`config.mk`:
```
export PLATFORM = sky130hd
export DESIGN_NAME = regfile_wb_arbiter_flat
export DESIGN_NICKNAME = d
export VERILOG_FILES = /design/src/rtl/kgp_risc_pkg.sv /design/src/rtl/regfile_wb_arbiter_if.sv /design/src/rtl/wb_arb2.sv /design/src/rtl/regfile_wb_arbiter.sv /design/src/flat_wrapper.sv
export SDC_FILE = /design/constraint.sdc
export NUM_CORES = 1
export LEC_CHECK = 0
export BUFFER_PORTS_ARGS = -buffer_cell sky130_fd_sc_hd__buf_2
export CORE_ASPECT_RATIO = 1.2
export CORE_MARGIN = 2
export CORE_UTILIZATION = 45
export CTS_BUF_LIST = sky130_fd_sc_hd__clkbuf_16
export DETAILED_ROUTE_END_ITERATION = 6
export PLACE_DENSITY = 0.8
export SYNTH_ARGS = -nofsm -noshare
export SYNTH_HDL_FRONTEND = slang
export SYNTH_SLANG_ARGS = --single-unit
```
`constraint.sdc`:
```
create_clock -name clk -period 1.7 [get_ports clk]
set_clock_uncertainty 0.2 [all_clocks]
set_input_delay 0.085 -clock clk [delete_from_list [all_inputs] [get_ports clk]]
set_output_delay 0.085 -clock clk [all_outputs]
set_load 0.03 [all_outputs]
```
`src/rtl/kgp_risc_pkg.sv`:
```
// -----------------------------------------------------------------------------
// kgp_risc_pkg
// Shared widths and types for the register-file writeback path.
//   REG_ADDR_W : register-file address width
//   DATA_W     : register-file data width
//   WR_CNT_W   : committed-write counter width
// Also provides the writeback request record, the grant-select encoding
// used by the arbiter pointer, and the wrapping counter increment.
// -----------------------------------------------------------------------------
package kgp_risc_pkg;

    localparam int REG_ADDR_W = 5;
    localparam int DATA_W     = 32;
    localparam int WR_CNT_W   = 16;

    // Destination register plus data, as captured at handshake.
    typedef struct packed {
        logic [REG_ADDR_W-1:0] reg_addr;
        logic [DATA_W-1:0]     data;
    } wb_req_t;

    // Which requester won the most recent handshake.
    typedef enum logic {
        GRANT_REQ0 = 1'b0,
        GRANT_REQ1 = 1'b1
    } grant_sel_e;

    // Counter increment; natural modulo-2^WR_CNT_W wrap.
    function automatic logic [WR_CNT_W-1:0] wr_count_inc(input logic [WR_CNT_W-1:0] cnt);
        return cnt + {{(WR_CNT_W-1){1'b0}}, 1'b1};
    endfunction

endpackage

```
`src/rtl/regfile_wb_arbiter_if.sv`:
```
// -----------------------------------------------------------------------------
// regfile_wb_arbiter_if
// Two writeback requesters (req0 = ALU, req1 = load) with valid/ready
// handshakes, destination register and data.
//   modport master : requester side (drives valid/reg/data, sees ready)
//   modport slave  : arbiter side (sees valid/reg/data, drives ready)
// -----------------------------------------------------------------------------
interface regfile_wb_arbiter_if;
    import kgp_risc_pkg::*;

    logic                  req0_valid;
    logic                  req0_ready;
    logic [REG_ADDR_W-1:0] req0_reg;
    logic [DATA_W-1:0]     req0_data;

    logic                  req1_valid;
    logic                  req1_ready;
    logic [REG_ADDR_W-1:0] req1_reg;
    logic [DATA_W-1:0]     req1_data;

    modport master (
        output req0_valid, req0_reg, req0_data,
        input  req0_ready,
        output req1_valid, req1_reg, req1_data,
        input  req1_ready
    );

    modport slave (
        input  req0_valid, req0_reg, req0_data,
        output req0_ready,
        input  req1_valid, req1_reg, req1_data,
        output req1_ready
    );

endinterface

```
`src/rtl/wb_arb2.sv`:
```
// -----------------------------------------------------------------------------
// wb_arb2
// Two-way writeback grant logic. Ready outputs are combinational from valid,
// stall, reset and (optionally) the last-grant pointer.
// Build option: WB_ARB_RR_EN
//   undefined : fixed priority, req0 over req1, no state, no clock
//   defined   : round-robin on contest, pointer updated on handshake only
// Ports:
//   clk     : clock (WB_ARB_RR_EN only)
//   reset   : asynchronous active-low reset; also gates both readies low
//   stall   : blocks every grant while high
//   valid0/1: requester valids
//   ready0/1: one-hot-or-zero grants (a grant equals a handshake)
// -----------------------------------------------------------------------------
module wb_arb2
    import kgp_risc_pkg::*;
(
`ifdef WB_ARB_RR_EN
    input  logic clk,
`endif
    input  logic reset,
    input  logic stall,
    input  logic valid0,
    input  logic valid1,
    output logic ready0,
    output logic ready1
);

    logic grant0_s;
    logic grant1_s;

`ifdef WB_ARB_RR_EN
    grant_sel_e last_grant_r;

    // Round-robin choice: on contest favour whoever did not win last.
    always_comb begin
        grant0_s = 1'b0;
        grant1_s = 1'b0;
        if (valid0 && valid1) begin
            if (last_grant_r == GRANT_REQ1) begin
                grant0_s = 1'b1;
            end else begin
                grant1_s = 1'b1;
            end
        end else if (valid0) begin
            grant0_s = 1'b1;
        end else if (valid1) begin
            grant1_s = 1'b1;
        end else begin
            grant0_s = 1'b0;
            grant1_s = 1'b0;
        end
    end

    // Last-grant pointer; reset value makes req0 win the first contest.
    always_ff @(posedge clk or negedge reset) begin
        if (!reset) begin
            last_grant_r <= GRANT_REQ1;
        end else if (ready0) begin
            last_grant_r <= GRANT_REQ0;
        end else if (ready1) begin
            last_grant_r <= GRANT_REQ1;
        end else begin
            last_grant_r <= last_grant_r;
        end
    end
`else
    // Fixed priority: req1 only when req0 is idle.
    always_comb begin
        grant0_s = 1'b0;
        grant1_s = 1'b0;
        if (valid0) begin
            grant0_s = 1'b1;
        end else if (valid1) begin
            grant1_s = 1'b1;
        end else begin
            grant0_s = 1'b0;
            grant1_s = 1'b0;
        end
    end
`endif

    // Stall and active reset suppress both grants.
    assign ready0 = grant0_s & ~stall & reset;
    assign ready1 = grant1_s & ~stall & reset;

endmodule

```
`src/rtl/regfile_wb_arbiter.sv`:
```
// -----------------------------------------------------------------------------
// regfile_wb_arbiter
// Arbitrates ALU and load writebacks onto a single register-file write port.
// A handshake in cycle N produces regwrite=1 with the winner's reg/data in
// cycle N+1; one handshake per cycle is sustained.
// Build option: WB_ARB_RR_EN selects round-robin instead of fixed priority
// (implemented inside wb_arb2).
// Ports:
//   clk       : clock, rising edge
//   reset     : asynchronous active-low reset
//   wb        : requester handshakes (slave modport)
//   stall     : blocks new grants while high
//   writereg  : registered write address (holds when idle)
//   writedata : registered write data (holds when idle)
//   regwrite  : registered write strobe
//   wr_count  : committed-write counter, wraps
// -----------------------------------------------------------------------------
module regfile_wb_arbiter
    import kgp_risc_pkg::*;
(
    input  logic                  clk,
    input  logic                  reset,
    regfile_wb_arbiter_if.slave   wb,
    input  logic                  stall,
    output logic [REG_ADDR_W-1:0] writereg,
    output logic [DATA_W-1:0]     writedata,
    output logic                  regwrite,
    output logic [WR_CNT_W-1:0]   wr_count
);

    logic    ready0_s;
    logic    ready1_s;
    logic    hs_s;
    wb_req_t win_s;

    logic [REG_ADDR_W-1:0] writereg_r;
    logic [DATA_W-1:0]     writedata_r;
    logic                  regwrite_r;
    logic [WR_CNT_W-1:0]   wr_count_r;

    wb_arb2 u_arb (
`ifdef WB_ARB_RR_EN
        .clk    (clk),
`endif
        .reset  (reset),
        .stall  (stall),
        .valid0 (wb.req0_valid),
        .valid1 (wb.req1_valid),
        .ready0 (ready0_s),
        .ready1 (ready1_s)
    );

    assign wb.req0_ready = ready0_s;
    assign wb.req1_ready = ready1_s;

    // Ready already includes valid, so any ready is a handshake.
    assign hs_s = ready0_s | ready1_s;

    // Select the winning requester's payload.
    always_comb begin
        win_s = '0;
        if (ready0_s) begin
            win_s.reg_addr = wb.req0_reg;
            win_s.data     = wb.req0_data;
        end else begin
            win_s.reg_addr = wb.req1_reg;
            win_s.data     = wb.req1_data;
        end
    end

    // Write-port register and commit counter; reset drops any pending write.
    always_ff @(posedge clk or negedge reset) begin
        if (!reset) begin
            regwrite_r  <= 1'b0;
            writereg_r  <= '0;
            writedata_r <= '0;
            wr_count_r  <= '0;
        end else begin
            regwrite_r <= hs_s;
            if (hs_s) begin
                writereg_r  <= win_s.reg_addr;
                writedata_r <= win_s.data;
                wr_count_r  <= wr_count_inc(wr_count_r);
            end else begin
                writereg_r  <= writereg_r;
                writedata_r <= writedata_r;
                wr_count_r  <= wr_count_r;
            end
        end
    end

    assign writereg  = writereg_r;
    assign writedata = writedata_r;
    assign regwrite  = regwrite_r;
    assign wr_count  = wr_count_r;

endmodule

```
`src/flat_wrapper.sv`:
```
// flat-port wrapper written by rule: the top's interface ports become plain ports
module regfile_wb_arbiter_flat import kgp_risc_pkg::*;
  (clk, reset, stall, writereg, writedata, regwrite, wr_count, wb_req0_valid, wb_req0_reg, wb_req0_data, wb_req0_ready, wb_req1_valid, wb_req1_reg, wb_req1_data, wb_req1_ready);
  regfile_wb_arbiter_if wb_i ();
  input  logic clk;
  input  logic reset;
  input  logic stall;
  output logic [REG_ADDR_W-1:0] writereg;
  output logic [DATA_W-1:0] writedata;
  output logic regwrite;
  output logic [WR_CNT_W-1:0] wr_count;
  input wire logic [$bits(wb_i.req0_valid)-1:0] wb_req0_valid;
  input wire logic [$bits(wb_i.req0_reg)-1:0] wb_req0_reg;
  input wire logic [$bits(wb_i.req0_data)-1:0] wb_req0_data;
  output wire logic [$bits(wb_i.req0_ready)-1:0] wb_req0_ready;
  input wire logic [$bits(wb_i.req1_valid)-1:0] wb_req1_valid;
  input wire logic [$bits(wb_i.req1_reg)-1:0] wb_req1_reg;
  input wire logic [$bits(wb_i.req1_data)-1:0] wb_req1_data;
  output wire logic [$bits(wb_i.req1_ready)-1:0] wb_req1_ready;
  assign wb_i.req0_valid = wb_req0_valid;
  assign wb_i.req0_reg = wb_req0_reg;
  assign wb_i.req0_data = wb_req0_data;
  assign wb_req0_ready = wb_i.req0_ready;
  assign wb_i.req1_valid = wb_req1_valid;
  assign wb_i.req1_reg = wb_req1_reg;
  assign wb_i.req1_data = wb_req1_data;
  assign wb_req1_ready = wb_i.req1_ready;
  regfile_wb_arbiter u_core (.clk(clk), .reset(reset), .wb(wb_i), .stall(stall), .writereg(writereg), .writedata(writedata), .regwrite(regwrite), .wr_count(wr_count));
endmodule
```
==> results of run 1 <==
[cells in the final DEF (no fill, tap or decap), drive strengths merged, types with 2 or more instances in the layout]
master / n
and3: 2
nor2: 3
nand3: 7
nor3: 3
buf: 142
inv: 3
clkinv: 3
nand4: 5
dlygate4sd3: 77
o21ai: 38
nor4: 2
xor2: 4
nand2: 47
clkbuf: 6
dfrtp: 54
mux2i: 37
xnor2: 11
[registers in the layout (all words and copies together) (netlist names)]
register / flops
u_core.writedata: 32
u_core.regwrite: 1
u_core.writereg: 5
u_core.wr_count: 16
[final cells by class]
type	count	area share, %
clock inverter	3	0.2652
clock buffer	5	2.946
tap	64	1.886
inverter	3	0.2652
timing repair buffer	220	36.42
sequential	54	31.88
multi-input combinational	165	26.34
[worst max-delay path, stage by stage]
cell and delay, ns:
sky130_fd_sc_hd__dlygate4sd3_1 0.56, sky130_fd_sc_hd__buf_2 0.13, sky130_fd_sc_hd__mux2i_2 0.17, sky130_fd_sc_hd__dlygate4sd3_1 0.59, sky130_fd_sc_hd__o21ai_1 0.07
[worst max path at each step]
stage | cells after the start | slack, ns | endpoint
after floorplan | 4 | 0.06 | u_core.wr_count[9]
after global placement | 5 | 0.15 | u_core.wr_count[14]
after detailed placement | 5 | 0.09 | u_core.wr_count[14]
after CTS | 6 | 0.04 | u_core.writedata[7]
after global routing | 5 | 0.002 | u_core.wr_count[14]
final | 5 | 0.05 | u_core.writereg[1]
[power groups by stage]
stage | clock network, uW | registers (uW) | logic, uW
6_report | 954 | 1660 | 1360
5_1_grt | 1020 | 1690 | 1450
4_1_cts | 980 | 1650 | 1310
3_5_place_dp | 0 | 1670 | 1150
3_3_place_gp | 0 | 1660 | 1130
2_1_floorplan | 0 | 2080 | 312
[Yosys cell counts (all sizes together)]
| master | instances | area, um^2 |
|---|---|---|
| inv | 3 | 11.26 |
| nand3 | 7 | 35.03 |
| clkbuf | 3 | 11.26 |
| nor3 | 3 | 31.28 |
| nor4 | 2 | 42.54 |
| ha | 1 | 12.51 |
| o21ai | 38 | 201.5 |
| nor3b | 1 | 7.510 |
| mux2i | 37 | 370.4 |
| xnor2 | 11 | 96.34 |
| buf | 9 | 72.57 |
| nand2 | 47 | 178.9 |
| xor2 | 4 | 35.03 |
| nor2 | 3 | 11.26 |
| dfrtp | 54 | 1351 |
| and3 | 2 | 13.77 |
| nor2b | 1 | 13.76 |
| nand2b | 1 | 8.760 |
| nand4b | 1 | 8.760 |
| nand4 | 5 | 31.28 |
| and4 | 1 | 11.26 |
[metrics by stage]
| step | hold slack, ns | worst slack [ns] | util [%] | power, uW | std cells |
|---|---|---|---|---|---|
| 6_report | 0.01046 | 0.05312 | 76.44 | 3976 | 514 |
| 5_1_grt | 0.01854 | 0.001903 | 76.44 | 4162 | 514 |
| 4_1_cts | -0.008085 | 0.03813 | 75.61 | 3940 | 512 |
| 3_5_place_dp | -0.03745 | 0.09187 | 59.28 | 2825 | 427 |
| 3_3_place_gp | -0.04552 | 0.1521 | 59.28 | 2783 | 427 |
| 2_1_floorplan | -0.4106 | 0.06112 | - | 2393 | 234 |
[cells by family after synthesis]
family / synth area share (%)
mux: 14.49
simple gates: 15.42
compound gates: 7.881
xor+xnor: 5.139
flops: 52.86
fa+ha+maj: 0.4894
buf+inv: 3.720
[repair_timing]
action / 4_1_cts / 5_1_grt
buffers inserted: 0 / 1
resized for setup: 0 / 4
hold buffers: 77 / 0
setup endpoints to repair: 0 / 27
endpoints found under the hold margin: 92 / 0
[per-layer routing]
layer	wire length (um)	part of all wire, %	vias to the layer above
li1	-	-	1231
met1	2782	35	1236
met2	4565	58	97
met3	301	3.8	26
met4	229	2.9	0
met5	0	0	-
==> report_table.html, run 1 <==
<table>
<tr><th>Metric</th><th>Value</th></tr>
<tr><th colspan="2">STA</th></tr>
<tr><td>Setup repair after global routing missed its margin</td><td>false</td></tr>
<tr><td>Setup Viol. Count Final</td><td>0</td></tr>
<tr><td>Max Freq</td><td>607.2 MHz</td></tr>
<tr><td>Fin. Hold Viols</td><td>0</td></tr>
<tr><td>Transition time at the pin with the least slew margin</td><td>0.3728 ns</td></tr>
<tr><td>Slew margin rel.</td><td>75.05%</td></tr>
<tr><td>Total count of max-transition violations in the final report</td><td>0</td></tr>
<tr><td>Time the worst path needs with I/O delays and setup</td><td>1.647 ns</td></tr>
<tr><td>Setup total negative slack</td><td>0 ns</td></tr>
<tr><td>Final period utilization</td><td>96.88%</td></tr>
<tr><th colspan="2">Synthesis</th></tr>
<tr><td>Net Count, Synth</td><td>314</td></tr>
<tr><td>Per-instance average area after synthesis</td><td>10.92 um^2</td></tr>
<tr><td>Yosys Warn Count</td><td>0</td></tr>
<tr><td>Register bit total from synthesis</td><td>54</td></tr>
<tr><td>Number of distinct library cell variants in the gate-level netlist after synthesis</td><td>30</td></tr>
<tr><td>Sequential cell area fraction in the yosys report</td><td>52.86%</td></tr>
<tr><td>Gate count of the mapped netlist</td><td>234</td></tr>
<tr><td>Cell area after synthesis</td><td>0.002556 mm^2</td></tr>
<tr><th colspan="2">Power and ir drop</th></tr>
<tr><td>Lkg Pwr</td><td>0.002330 uW</td></tr>
<tr><td>Power density over the cells</td><td>936.3 mW/mm^2</td></tr>
<tr><td>Sequential Power Share</td><td>41.7%</td></tr>
<tr><td>Internal Power</td><td>2557 uW</td></tr>
<tr><td>Clock group share of total power</td><td>24.0%</td></tr>
<tr><td>Switching power of the nets</td><td>1419 uW</td></tr>
<tr><td>Proportion of total power due to net switching</td><td>35.70%</td></tr>
<tr><td>Peak supply drop</td><td>497.0 uV</td></tr>
<tr><td>Relative contribution of combinational cells to total power</td><td>34.3%</td></tr>
<tr><th colspan="2">CTS</th></tr>
<tr><td>Clock tree sinks</td><td>54</td></tr>
<tr><td>H-tree levels</td><td>2</td></tr>
<tr><td>Clock transition at the registers of the reported paths</td><td>0.06 ns</td></tr>
<tr><td>CTS tree</td><td>built</td></tr>
<tr><td>Clk root buf</td><td>sky130_fd_sc_hd__clkbuf_16</td></tr>
<tr><td>Source-to-sink clock delay at the later pin of the worst-skew pair</td><td>0.28 ns</td></tr>
<tr><td>Number of buffers on the longest clock path</td><td>2</td></tr>
<tr><td>TritonCTS Buffers</td><td>5</td></tr>
<tr><th colspan="2">Worst hold path</th></tr>
<tr><td>Hold worst-path end</td><td>u_core.regwrite</td></tr>
<tr><td>Hold Crit Start</td><td>wb_req0_valid</td></tr>
<tr><td>Class of the worst hold path</td><td>in -&gt; reg</td></tr>
<tr><td>Worst hold stages</td><td>3</td></tr>
<tr><th colspan="2">Critical path</th></tr>
<tr><td>Element type at the critical path start</td><td>input pin</td></tr>
<tr><td>CP required</td><td>1.66 ns</td></tr>
<tr><td>Critical-path maximum fanout</td><td>1</td></tr>
<tr><td>Worst-case reg-to-reg path depth</td><td>5</td></tr>
<tr><td>Setup slack on the worst flop-to-flop path</td><td>0.09 ns</td></tr>
<tr><td>Source of the worst register-to-register timing path</td><td>u_core.wr_count[0]</td></tr>
<tr><td>Crit path from</td><td>wb_req0_reg[1]</td></tr>
<tr><td>Data arrival time of the critical path</td><td>1.61 ns</td></tr>
<tr><td>Critical path type</td><td>in -&gt; reg</td></tr>
<tr><td>Worst Setup End Kind</td><td>flip-flop</td></tr>
<tr><td>Worst reg2reg path endpoint</td><td>u_core.wr_count[14]</td></tr>
<tr><th colspan="2">Global route</th></tr>
<tr><td>Maximum number of pins on one net before global-route repair</td><td>41</td></tr>
<tr><td>Most crowded layer after global routing</td><td>met2</td></tr>
<tr><td>Met3 Track Usage GR</td><td>4.186%</td></tr>
<tr><td>Via count of the first global-routing pass</td><td>2708</td></tr>
<tr><td>Global-route wire length before repair</td><td>12240 um</td></tr>
<tr><td>Met2 routing resource usage after global routing</td><td>49.42%</td></tr>
<tr><td>Remaining global-route overflow</td><td>0</td></tr>
<tr><td>Initial antenna violation count</td><td>0</td></tr>
<tr><td>Met1 Usage GRT</td><td>24.91%</td></tr>
<tr><td>GRT Resource Usage Total</td><td>25.23%</td></tr>
<tr><th colspan="2">Placed design</th></tr>
<tr><td>Final weighted congestion in routability-driven placement</td><td>0.8347</td></tr>
<tr><td>Port Buffers</td><td>134</td></tr>
<tr><td>Post-detailed-placement cell area</td><td>0.003293 mm^2</td></tr>
<tr><td>DP Wirelength</td><td>4528 um</td></tr>
<tr><th colspan="2">Route</th></tr>
<tr><td>Number of DRC violations after detailed routing</td><td>0</td></tr>
<tr><td>Avg Vias per Cell</td><td>5.039</td></tr>
<tr><td>Final antenna-violating net count</td><td>0</td></tr>
<tr><td>DR pass1 iterations</td><td>4</td></tr>
<tr><td>Average routed wire per standard cell</td><td>15.33 um</td></tr>
<tr><td>Via count</td><td>2590</td></tr>
<tr><td>Violation count after the first detailed-route iteration</td><td>85</td></tr>
<tr><td>Post-Route WL</td><td>7879 um</td></tr>
<tr><th colspan="2">Die</th></tr>
<tr><td>Starting density of the core</td><td>46.01%</td></tr>
<tr><td>Die footprint</td><td>0.006302 mm^2</td></tr>
<tr><td>Die height</td><td>86.56 um</td></tr>
<tr><td>Cell Rows</td><td>30</td></tr>
<tr><td>Width of the chip</td><td>72.80 um</td></tr>
<tr><td>Total I/O pin count</td><td>135</td></tr>
<tr><td>Floorplan core area</td><td>0.005555 mm^2</td></tr>
<tr><th colspan="2">Layout</th></tr>
<tr><td>Area of the multi-input gates</td><td>0.001119 mm^2</td></tr>
<tr><td>Fin nets</td><td>529</td></tr>
<tr><td>Share of layout cells above drive strength 1</td><td>36.44%</td></tr>
<tr><td># fillers</td><td>379</td></tr>
<tr><td>Sequential cell area in the final layout</td><td>0.001354 mm^2</td></tr>
<tr><td>Diode count</td><td>0</td></tr>
<tr><td>Area growth syn-to-layout</td><td>66.13%</td></tr>
<tr><td>Final design instance area without fill</td><td>0.004247 mm^2</td></tr>
<tr><th colspan="2">Run</th></tr>
<tr><td>Max-cap violations</td><td>0</td></tr>
<tr><th colspan="2">Outcome</th></tr>
<tr><td>Result of the run</td><td>finished, final reports clean</td></tr>
</table>
(Power assumes the default switching activity.)
==> run 2, diff against run 1 <==
Settings changed: CELL_PAD_IN_SITES_DETAIL_PLACEMENT from default to 2, CELL_PAD_IN_SITES_GLOBAL_PLACEMENT from default to 2, CORE_UTILIZATION 45 to 23, PLACE_DENSITY 0.8 to default, PLACE_DENSITY_LB_ADDON from default to 0.1.
Clock period 1.7 ns to 1.5 ns, I/O delays scaled along.
==> run 2 against run 1 <==
Effect of this change:
- sequential power up 13%
- flip-flop and latch count unchanged
- power increased by 21%
- clock power up 39%
- largest power group unchanged
==> report_table.html, run 2 (synthesis results as in run 1) <==
<table>
<tr><th>Metric</th><th>Value</th></tr>
<tr><th colspan="2">Global route</th></tr>
<tr><td>GRT Resource Usage Total</td><td>15.65% (was 25.23%)</td></tr>
<tr><td>Global-route wire length before repair</td><td>14610 um (was 12240 um)</td></tr>
<tr><td>Via count of the first global-routing pass</td><td>2863 (was 2708)</td></tr>
<tr><td>Remaining global-route overflow</td><td>0 (unchanged)</td></tr>
<tr><td>Initial antenna violation count</td><td>0 (unchanged)</td></tr>
<tr><td>Maximum number of pins on one net before global-route repair</td><td>51 (was 41)</td></tr>
<tr><th colspan="2">Route</th></tr>
<tr><td>Number of DRC violations after detailed routing</td><td>0 (unchanged)</td></tr>
<tr><td>Via count</td><td>2578 (was 2590)</td></tr>
<tr><td>Final antenna-violating net count</td><td>0 (unchanged)</td></tr>
<tr><td>Average routed wire per standard cell</td><td>15.42 um (was 15.33 um)</td></tr>
<tr><td>DR pass1 iterations</td><td>4 (unchanged)</td></tr>
<tr><td>Post-Route WL</td><td>9069 um (was 7879 um)</td></tr>
<tr><td>Violation count after the first detailed-route iteration</td><td>47 (was 85)</td></tr>
<tr><td>Avg Vias per Cell</td><td>4.384 (was 5.039)</td></tr>
<tr><th colspan="2">Critical path</th></tr>
<tr><td>Cell with the largest stage delay on the worst path</td><td>sky130_fd_sc_hd__dfrtp_2 (was sky130_fd_sc_hd__dlygate4sd3_1)</td></tr>
<tr><td>Cell chain of the critical path</td><td>ha_4 &gt; and4_4 &gt; nand2_4 &gt; nor4_4 &gt; xor2_1 (was dlygate4sd3_1 &gt; buf_2 &gt; mux2i_2 &gt; dlygate4sd3_1 &gt; o21ai_1)</td></tr>
<tr><td>Critical-path maximum fanout</td><td>4 (was 1)</td></tr>
<tr><td>Worst Setup End Kind</td><td>flip-flop (unchanged)</td></tr>
<tr><td>CP required</td><td>1.52 ns (was 1.66 ns)</td></tr>
<tr><td>Data arrival time of the critical path</td><td>1.50 ns (was 1.61 ns)</td></tr>
<tr><td>Critical path type</td><td>reg -&gt; reg (was in -&gt; reg)</td></tr>
<tr><td>Worst path max stage delay</td><td>0.41 ns (was 0.59 ns)</td></tr>
<tr><td>Kind of cell with the highest combined delay on the critical path</td><td>simple AND/OR/NAND/NOR gates (was buffers and inverters)</td></tr>
<tr><td>Element type at the critical path start</td><td>flip-flop (was input pin)</td></tr>
<tr><td>Buffering stage count on the worst path with inverters included</td><td>0 (was 3)</td></tr>
<tr><th colspan="2">CTS</th></tr>
<tr><td>Clk root buf</td><td>sky130_fd_sc_hd__clkbuf_16 (unchanged)</td></tr>
<tr><td>Clock tree sinks</td><td>54 (unchanged)</td></tr>
<tr><td>CTS tree</td><td>built (unchanged)</td></tr>
<tr><td>TritonCTS Buffers</td><td>5 (unchanged)</td></tr>
<tr><td>Clock transition at the registers of the reported paths</td><td>0.07 ns (was 0.06 ns)</td></tr>
<tr><td>Source-to-sink clock delay at the later pin of the worst-skew pair</td><td>0.29 ns (was 0.28 ns)</td></tr>
<tr><td>Number of buffers on the longest clock path</td><td>2 (unchanged)</td></tr>
<tr><td>H-tree levels</td><td>2 (unchanged)</td></tr>
<tr><th colspan="2">STA</th></tr>
<tr><td>Transition time at the pin with the least slew margin</td><td>0.5595 ns (was 0.3728 ns)</td></tr>
<tr><td>Total count of max-transition violations in the final report</td><td>0 (unchanged)</td></tr>
<tr><td>Setup repair after global routing missed its margin</td><td>true (was false)</td></tr>
<tr><td>Setup Viol. Count Final</td><td>0 (unchanged)</td></tr>
<tr><td>Max Freq</td><td>674.0 MHz</td></tr>
<tr><td>Final hold slack</td><td>0.09006 ns (was 0.01046 ns)</td></tr>
<tr><td>Time the worst path needs with I/O delays and setup</td><td>1.484 ns</td></tr>
<tr><td>Slew margin rel.</td><td>62.70% (was 75.05%)</td></tr>
<tr><td>Fin. Hold Viols</td><td>0 (unchanged)</td></tr>
<tr><td>Setup total negative slack</td><td>0 ns (unchanged)</td></tr>
<tr><td>Final period utilization</td><td>98.90%</td></tr>
<tr><th colspan="2">Power and ir drop</th></tr>
<tr><td>Peak supply drop</td><td>538.1 uV (was 497.0 uV)</td></tr>
<tr><td>Power density over the cells</td><td>1091 mW/mm^2 (was 936.3 mW/mm^2)</td></tr>
<tr><td>Total power draw</td><td>4830 uW (was 3976 uW)</td></tr>
<tr><td>Lkg Pwr</td><td>0.002398 uW (was 0.002330 uW)</td></tr>
<tr><th colspan="2">Placed design</th></tr>
<tr><td>DP Wirelength</td><td>5892 um (was 4528 um)</td></tr>
<tr><td>Cell count after placement</td><td>503 (was 427)</td></tr>
<tr><td>Final weighted congestion in routability-driven placement</td><td>0.7102 (was 0.8347)</td></tr>
<tr><td>Port Buffers</td><td>134 (unchanged)</td></tr>
<tr><th colspan="2">Layout</th></tr>
<tr><td>Share of layout cells above drive strength 1</td><td>39.47% (was 36.44%)</td></tr>
<tr><td># fillers</td><td>1191 (was 379)</td></tr>
<tr><td>Area growth syn-to-layout</td><td>73.23% (was 66.13%)</td></tr>
<tr><td>Final standard cell count with taps included and fillers excluded</td><td>588 (was 514)</td></tr>
<tr><td>Most frequent standard cell in the layout excluding fill and tap cells</td><td>sky130_fd_sc_hd__buf_2 (unchanged)</td></tr>
<tr><td>Diode count</td><td>0 (unchanged)</td></tr>
<tr><td>Highest-count cells in the layout ignoring fill and taps</td><td>134 x sky130_fd_sc_hd__buf_2, 76 x sky130_fd_sc_hd__dlygate4sd3_1, 46 x sky130_fd_sc_hd__dfrtp_1 (was 134 x sky130_fd_sc_hd__buf_2, 77 x sky130_fd_sc_hd__dlygate4sd3_1, 52 x sky130_fd_sc_hd__dfrtp_1)</td></tr>
<tr><td>Sequential cell area in the final layout</td><td>0.001361 mm^2 (was 0.001354 mm^2)</td></tr>
<tr><td>Utilization of the core after routing</td><td>40.51% (was 76.44%)</td></tr>
<tr><td>Fin nets</td><td>535 (was 529)</td></tr>
<tr><td>Flip-flop count of the largest register after layout</td><td>32 (unchanged)</td></tr>
<tr><td>Area of the multi-input gates</td><td>0.001147 mm^2 (was 0.001119 mm^2)</td></tr>
<tr><th colspan="2">Die</th></tr>
<tr><td>Total I/O pin count</td><td>135 (unchanged)</td></tr>
<tr><td>Floorplan core area</td><td>0.01093 mm^2 (was 0.005555 mm^2)</td></tr>
<tr><td>Die height</td><td>119.5 um (was 86.56 um)</td></tr>
<tr><td>Width of the chip</td><td>100.2 um (was 72.80 um)</td></tr>
<tr><td>Cell Rows</td><td>42 (was 30)</td></tr>
<tr><td>Starting density of the core</td><td>23.39% (was 46.01%)</td></tr>
<tr><td>Die footprint</td><td>0.01198 mm^2 (was 0.006302 mm^2)</td></tr>
<tr><th colspan="2">Run</th></tr>
<tr><td>Max-cap violations</td><td>0 (unchanged)</td></tr>
<tr><th colspan="2">Outcome</th></tr>
<tr><td>Result of the run</td><td>finished, final reports clean (unchanged)</td></tr>
<tr><th colspan="2">Worst hold path</th></tr>
<tr><td>Class of the worst hold path</td><td>in -&gt; reg (unchanged)</td></tr>
</table>
==> run 2: cell type report <==
class / instances / share of cell area, %
Clock inverter: 3 / 0.9325
Tap cell: 132 / 3.730
Timing Repair Buffer: 226 / 35.60
Sequential cell: 54 / 30.74
Inverter: 3 / 0.2543
Multi-Input combinational cell: 165 / 25.91
Clock buffer: 5 / 2.826
==> run 2: routing by layer <==
metal  wire [um]  up-vias  share of wire [%]  GRT usage (%)
met5           0        -                  0              0
li1            -     1246                  -              -
met1        3649     1246                 40          17.92
met2        4881       79                 54          28.82
met3         414        7                4.6          3.462
met4         124        0                1.4          4.281
==> run 2: path summary, 6_finish.rpt <==
check / startpoint / to / slack (ns) / depth (start not counted)
max: u_core.wr_count[0] / u_core.wr_count[14] / 0.02 / 5
min: wb_req1_valid / u_core.wr_count[1] / 0.09 / 5
max reg2reg: u_core.wr_count[0] / u_core.wr_count[14] / 0.02 / 5
min reg2reg: u_core.wr_count[15] / u_core.wr_count[15] / 0.26 / 1
max in group asynchronous: reset / u_core.wr_count[1] / 0.32 / 3
min in group asynchronous: reset / u_core.writedata[4] / 0.22 / 3
==> run 2: worst min-delay path: stages <==
cell	delay, ns
sky130_fd_sc_hd__buf_2	0.13
sky130_fd_sc_hd__o21ai_4	0.12
sky130_fd_sc_hd__inv_2	0.11
sky130_fd_sc_hd__nand2_1	0.06
sky130_fd_sc_hd__nand2_1	0.05
==> run 2: power breakdown <==
group	switching, uW	total, uW	internal [uW]
clock	547	1330	783
combinational	983	1620	641
sequential	176	1870	1700
==> run 2: timing repair <==
item | 4_1_cts | 5_1_grt
endpoints found under the hold margin | 92 | 0
setup buffers | 0 | 1
hold buffers | 76 | 0
pin swaps | 1 | 2
setup endpoints to repair | 1 | 3
resized for setup | 0 | 2
==> run 2: per-stage QoR <==
step	setup WS (ns)	area, um^2
after floorplan	-0.04050	2587
after global placement	0.04182	3480
after detailed placement	0.01702	3480
after CTS	0.0007959	4407
after global routing	-0.04520	4428
final	0.01643	4428
